File: src/rtl/keccak_pkg.sv
// Shared constants and types for the Keccak-f[1600] round-constant generator.
package keccak_pkg;

   localparam int NUM_ROUNDS = 24;
   localparam int LANE_W     = 64;

   // Highest legal round index, as a 5-bit value comparable with req_round.
   localparam logic [4:0] LAST_ROUND = 5'(NUM_ROUNDS - 1);

   // rc(t) LFSR: R[0] is the output bit, seed has only R[0] set.
   localparam logic [7:0] LFSR_SEED = 8'h01;
   // Feedback from R[7] is XORed into R[0], R[4], R[5], R[6].
   localparam logic [7:0] LFSR_TAPS = 8'b0111_0001;

   // Lane bit positions 2^j - 1 that receive rc(7*ir + j), j = 0..6.
   localparam logic [5:0] RC_POS [0:6] = '{6'd0, 6'd1, 6'd3, 6'd7, 6'd15, 6'd31, 6'd63};

   typedef enum logic [1:0] {
      IDLE    = 2'd0,
      SEEK    = 2'd1,
      COLLECT = 2'd2,
      DONE    = 2'd3
   } state_t;

   // LFSR position of the first bit of round ir (7*ir; 7*31 = 217 fits 8 bits).
   function automatic logic [7:0] round_start(input logic [4:0] ir);
      return {3'b000, ir} * 8'd7;
   endfunction

endpackage

File: src/rtl/keccak_rc_gen_if.sv
// Request/response bundle between a round-constant consumer and keccak_rc_gen.
//
// Handshake: a transfer happens on the rising edge where valid && ready are
// both high. A source holds valid and its payload stable until that edge; a
// sink may raise or drop ready freely. The generator holds one request at a
// time: req_ready is low from accept until after the response transfer.
interface keccak_rc_gen_if;
   import keccak_pkg::*;

   logic              req_valid;
   logic              req_ready;
   logic [4:0]        req_round;
   logic              rsp_valid;
   logic              rsp_ready;
   logic [LANE_W-1:0] rsp_rc;
   logic [4:0]        rsp_round;
   logic              rsp_err;

   // Consumer side: issues rounds, accepts constants.
   modport master (
      output req_valid, req_round, rsp_ready,
      input  req_ready, rsp_valid, rsp_rc, rsp_round, rsp_err
   );

   // Generator side.
   modport slave (
      input  req_valid, req_round, rsp_ready,
      output req_ready, rsp_valid, rsp_rc, rsp_round, rsp_err
   );

endinterface

File: src/rtl/keccak_rc_lfsr.sv
// 8-bit FIPS 202 rc(t) LFSR; out is rc(t) for the current position t.
module keccak_rc_lfsr
   import keccak_pkg::*;
(
   input  logic clk,
   input  logic reset,
   input  logic load_seed,
   input  logic step,
   output logic out
);

   logic [7:0] r;

   // Shift toward higher index, fold R[7] back into the tap positions.
   always_ff @(posedge clk or posedge reset) begin
      if (reset) begin
         r <= LFSR_SEED;
      end else if (load_seed) begin
         r <= LFSR_SEED;
      end else if (step) begin
         r <= {r[6:0], 1'b0} ^ (LFSR_TAPS & {8{r[7]}});
      end
   end

   assign out = r[0];

endmodule

File: src/rtl/keccak_rc_gen.sv
// Iterative Keccak round-constant generator. The LFSR position is kept
// across requests so in-order rounds start collecting with no seek.
module keccak_rc_gen
   import keccak_pkg::*;
(
   input  logic            clk,
   input  logic            reset,
   keccak_rc_gen_if.slave  bus,
   output state_t          dbg_state
);

   state_t            state;
   logic [7:0]        t;        // LFSR steps taken since the seed
   logic [7:0]        target;   // 7*ir of the request in flight
   logic [2:0]        j;        // collect bit index
   logic [LANE_W-1:0] rc_q;
   logic [4:0]        round_q;
   logic              err_q;
   logic              rdy_q;
   logic              vld_q;

   logic              accept;
   logic              legal;
   logic              rewind;
   logic              lfsr_load;
   logic              lfsr_step;
   logic              lfsr_out;

   // Request decode and LFSR control for the current state.
   always_comb begin
      accept    = 1'b0;
      legal     = 1'b0;
      rewind    = 1'b0;
      lfsr_load = 1'b0;
      lfsr_step = 1'b0;
      accept = (state == IDLE) && bus.req_valid;
      legal  = (bus.req_round <= LAST_ROUND);
      rewind = (round_start(bus.req_round) < t);
      lfsr_load = accept && legal && rewind;
      lfsr_step = ((state == SEEK) && (t != target)) || (state == COLLECT);
   end

   keccak_rc_lfsr u_lfsr (
      .clk       (clk),
      .reset     (reset),
      .load_seed (lfsr_load),
      .step      (lfsr_step),
      .out       (lfsr_out)
   );

   // Control FSM with position counter and registered response outputs.
   always_ff @(posedge clk or posedge reset) begin
      if (reset) begin
         state   <= IDLE;
         t       <= 8'd0;
         target  <= 8'd0;
         j       <= 3'd0;
         rc_q    <= '0;
         round_q <= 5'd0;
         err_q   <= 1'b0;
         rdy_q   <= 1'b1;
         vld_q   <= 1'b0;
      end else begin
         case (state)
            IDLE: begin
               if (accept) begin
                  round_q <= bus.req_round;
                  rc_q    <= '0;
                  rdy_q   <= 1'b0;
                  target  <= round_start(bus.req_round);
                  j       <= 3'd0;
                  if (!legal) begin
                     // Illegal rounds leave the LFSR position alone.
                     err_q <= 1'b1;
                     vld_q <= 1'b1;
                     state <= DONE;
                  end else begin
                     err_q <= 1'b0;
                     if (rewind) begin
                        t <= 8'd0;
                     end
                     state <= SEEK;
                  end
               end
            end
            SEEK: begin
               if (t == target) begin
                  state <= COLLECT;
               end else begin
                  t <= t + 8'd1;
               end
            end
            COLLECT: begin
               rc_q[RC_POS[j]] <= lfsr_out;
               t <= t + 8'd1;
               j <= j + 3'd1;
               if (j == 3'd6) begin
                  vld_q <= 1'b1;
                  state <= DONE;
               end
            end
            DONE: begin
               if (bus.rsp_ready) begin
                  vld_q <= 1'b0;
                  rdy_q <= 1'b1;
                  state <= IDLE;
               end
            end
            default: state <= IDLE;
         endcase
      end
   end

   assign bus.req_ready = rdy_q;
   assign bus.rsp_valid = vld_q;
   assign bus.rsp_rc    = rc_q;
   assign bus.rsp_round = round_q;
   assign bus.rsp_err   = err_q;
   assign dbg_state     = state;

endmodule

File: src/flat_wrapper.sv
// flat-port wrapper written by rule: the top's interface ports become plain ports
module keccak_rc_gen_flat import keccak_pkg::*;
  (clk, reset, dbg_state, bus_req_valid, bus_req_round, bus_rsp_ready, bus_req_ready, bus_rsp_valid, bus_rsp_rc, bus_rsp_round, bus_rsp_err);
  keccak_rc_gen_if bus_i ();
  input  logic clk;
  input  logic reset;
  output state_t dbg_state;
  input wire logic [$bits(bus_i.req_valid)-1:0] bus_req_valid;
  input wire logic [$bits(bus_i.req_round)-1:0] bus_req_round;
  input wire logic [$bits(bus_i.rsp_ready)-1:0] bus_rsp_ready;
  output wire logic [$bits(bus_i.req_ready)-1:0] bus_req_ready;
  output wire logic [$bits(bus_i.rsp_valid)-1:0] bus_rsp_valid;
  output wire logic [$bits(bus_i.rsp_rc)-1:0] bus_rsp_rc;
  output wire logic [$bits(bus_i.rsp_round)-1:0] bus_rsp_round;
  output wire logic [$bits(bus_i.rsp_err)-1:0] bus_rsp_err;
  assign bus_i.req_valid = bus_req_valid;
  assign bus_i.req_round = bus_req_round;
  assign bus_i.rsp_ready = bus_rsp_ready;
  assign bus_req_ready = bus_i.req_ready;
  assign bus_rsp_valid = bus_i.rsp_valid;
  assign bus_rsp_rc = bus_i.rsp_rc;
  assign bus_rsp_round = bus_i.rsp_round;
  assign bus_rsp_err = bus_i.rsp_err;
  keccak_rc_gen u_core (.clk(clk), .reset(reset), .bus(bus_i), .dbg_state(dbg_state));
endmodule
File: config.mk
export PLATFORM = sky130hd
export DESIGN_NAME = keccak_rc_gen_flat
export DESIGN_NICKNAME = d
export VERILOG_FILES = /design/src/rtl/keccak_pkg.sv /design/src/rtl/keccak_rc_gen_if.sv /design/src/rtl/keccak_rc_lfsr.sv /design/src/rtl/keccak_rc_gen.sv /design/src/flat_wrapper.sv
export SDC_FILE = /design/constraint.sdc
export NUM_CORES = 1
export LEC_CHECK = 0
export CAP_MARGIN = 30
export CORE_ASPECT_RATIO = 1.75
export CORE_UTILIZATION = 53
export CTS_CLUSTER_DIAMETER = 100
export DETAILED_ROUTE_END_ITERATION = 10
export PLACE_DENSITY = 0.8
export SLEW_MARGIN = 20
export SYNTH_ARGS = -nofsm -noshare
export SYNTH_HDL_FRONTEND = slang
export SYNTH_SLANG_ARGS = --single-unit
File: constraint.sdc
create_clock -name clk -period 3.95 [get_ports clk]
set_input_delay 0.395 -clock clk [delete_from_list [all_inputs] [get_ports clk]]
set_output_delay 0.395 -clock clk [all_outputs]
set_load 0.01 [all_outputs]
==> impl_metrics.ini, run 1 <==
[synth]
netlist_area_sq_um = 4650
synth.avg_cell_area_sq_um = 11.6
ys.flop_type = dfrtp_1
synth_edf_count = 0
netlist-cell-type-count = 47
synth_seq_cells = 100
synth.most_common_cell = dfrtp_1
synth_area_leaders = dfrtp_1 53%, and2_1 7.7%, ha_1 7.3%, mux2_2 2.7%, mux2i_1 2.6%
yosysTopAreaCell = dfrtp_1
ys_top_cells_by_count = 98 x dfrtp_1, 57 x and2_1, 27 x ha_1
yosysWarnings = 0
postSynth.asyncResetShare_pct = 100
seq_area_frac_synth_pct = 53.9
syn_inst = 402
synth_nets = 443
synth.top_cell.area_share_pct = 52.7

[global_route]
met2_usage_pct = 41.2
use_met3_pct = 3.04
grt_first_pass_wirelength_microns = 15600
antenna_found_initial = 0
grt.total_usage_pct = 22.3
grt_max_degree = 60
busiest_layer = met2
overflow = 0
met1_usage_pct = 23.9
grt_pass1_vias = 3387

[detailed_routing]
viasPerCell = 5.29
via_count = 3241
first_iter_violations = 134
drtAntennaViolNets = 0
drc_errors = 0
wl_per_cell_microns = 15.4
routed_wl_microns = 9440
drt_pass1_iterations = 4

[placement]
io_buffers = 82
place_inst = 595
hpwl_microns = 6690
routabilityCongestion = 0.842
place_area_sq_um = 5620

[floorplan]
die_area_sq_um = 9170
fp.dieW_microns = 72.8
die_h_microns = 126
core_area_sq_um = 8420
io_pins = 83
rows = 44
start_util_pct = 55.2

[sta]
finalHoldViolations = 0
post-route-period-util_pct = 94.8
final_max_slew_viol_count = 0
finalClockSkew_ns = 0.00560
slew_headroom_pct = 51.4
rsz0062_at_grt = no
fmax_mhz = 267
min_period_ns = 3.75
max_slew.worst_pin.slew_ns = 0.727
setup_viol = 0

[pwr]
p_sw_mw = 1.25
power.leakage_nw = 2.83
pwr-share-comb_pct = 37.4
power_frac_clock_pct = 23.9
p_seq_share_pct = 38.7
ir_drop_v = 0.000421
internal_power_mw = 2.28
p_per_area_nw_per_um2 = 592
power.total_mw = 3.54
swShare_pct = 35.4

[worst_setup_path]
r2r_end = u_core.t[0]
cp_max_fo = 3
critical_path.endpoint = u_core.t[0]
crit_type = in -> reg
startpoint_type = input port
cp.arrival_ns = 3.97
crit_start = bus_req_round[3]
reg2reg_depth = 8
cp-end-kind = flop
r2r-start = u_core.t[5]
critPathRequiredTime_ns = 4.18
r2r_slack_ns = 1.49

[layout]
finish.instance_area_sq_um = 5970
layout-drive-gt1-share_pct = 11.4
diodes = 0
nets = 534
fin_cells = 613
area_growth_syn_to_layout_pct = 28.4

[clock_network]
ctsHoldBuffers = 0
cts_buffers = 9
root_buffer = clkbuf_16
cts_tree = done
path_clk_slew_ns = 0.07
cts_buffer_depth = 2
clock-sinks = 100
insertion_delay_ns = 0.34
cts.htree.levels = 3

[job]
maxCapViolCount = 0

[hold_path]
min_path_type = in -> async

[outcome]
status = finished clean
-- stage by stage --
step,util (%),setup WS [ns],hold slack [ns],TNS [ns]
after floorplan,-,0.288,0.483,0
after global placement,66.8,-0.288,0.468,-2.05
after detailed placement,66.8,-0.418,0.470,-3.36
after CTS,70.2,0.0466,0.488,0
after global routing,70.9,0.0371,0.252,0
final,70.9,0.205,0.250,0
-- area by class of cell --
class                      count  area, sq um
clock inverter                 5         42.5
clock buffer                  11          253
inverter                      25         95.1
sequential                   100         2500
timing repair buffer          95          943
fill                         603         2450
multi-input combinational    262         1990
tap                          115          144
-- metal layers --
metal	vias to the layer above	wire [microns]	part of all wire, %
li1	1545	-	-
met1	1586	3580	38
met2	93	5250	56
met3	17	329	3.5
met4	0	269	2.9
met5	-	0	0
-- sequential cells by signal (all words and copies together), names as in the netlist, 2 cells and up --
name / cells
u_core.bus.rsp_rc: 64
u_core.u_lfsr.r: 8
u_core.t: 8
u_core.j: 3
u_core.target: 7
u_core.bus.rsp_round: 5
u_core.dbg_state: 2
-- worst min path at each step --
stage                                startpoint                    end  slack (ns)  depth (start not counted)
after detailed placement  u_core.bus.rsp_rc[56]  u_core.bus.rsp_rc[56]        0.47                          1
after global routing                      reset  u_core.bus.rsp_rc[48]        0.25                          2
after global placement    u_core.bus.rsp_rc[49]  u_core.bus.rsp_rc[49]        0.47                          1
after floorplan                     u_core.j[0]            u_core.j[0]        0.48                          1
after CTS                 u_core.bus.rsp_rc[29]  u_core.bus.rsp_rc[29]        0.49                          1
final                                     reset  u_core.bus.rsp_rc[48]        0.25                          2
-- cells by family (layout without fill, tap and decap cells) --
family	after synthesis	after routing	synth area share (%)
buffers and inverters	40	136	3.90
AOI/OAI and AO/OA	61	61	9.17
and+or+nand+nor	131	131	15.4
DFF	100	100	53.9
muxes	24	24	5.57
xor gates and xnor gates	14	14	2.64
adders and majority gates	32	32	9.42
-- worst max-delay path, stage by stage --
cell and delay (ns):
clkdlybuf4s50_1 0.51, fa_1 0.47, ha_1 0.33, a21o_1 0.18, a21oi_2 0.19, xor2_1 0.22
ha_1 0.28, a211oi_1 0.20, nor2_1 0.10, nor3b_4 0.26, a31oi_4 0.11, or3_4 0.41
mux2_4 0.31
-- layout by cell type (no fill, tap or decap), types with 6 or more instances in the layout --
| master | instances |
|---|---|
| xor2_1 | 13 |
| o22ai_1 | 8 |
| ha_1 | 27 |
| buf_4 | 11 |
| mux2_2 | 11 |
| inv_1 | 23 |
| nand3_1 | 10 |
| clkdlybuf4s50_1 | 79 |
| a21oi_1 | 9 |
| dfrtp_1 | 98 |
| o21ai_0 | 11 |
| and2_1 | 57 |
| mux2i_1 | 12 |
| clkbuf_16 | 9 |
| nor2_1 | 26 |
| nand2_1 | 19 |
| a21o_1 | 6 |
-- power groups by stage --
stage                     clock (mW)  combinational, mW  sequential, mW
after floorplan                    0              0.912            1.38
after global placement             0               1.25            1.38
after detailed placement           0               1.29            1.38
after CTS                      0.871               1.30            1.37
after global routing           0.906               1.46            1.39
final                          0.846               1.32            1.37
-- repair_timing --
item	4_1_cts	5_1_grt
endpoints found under the setup margin	7	8
pin swaps	0	3
resized for setup	2	10
setup buffers	0	1
(Power assumes the default switching activity.)
==> inputs of run 2 (changes only) <==
- GPL_ROUTABILITY_DRIVEN: unset -> 0
==> results of run 2 <==
Final layout, timing and power as in run 1 (identical DEF).
==> inputs of run 3 (changes only) <==
- GPL_ROUTABILITY_DRIVEN: 0 -> unset
==> results of run 3 <==
Final layout, timing and power as in run 1 (identical DEF).
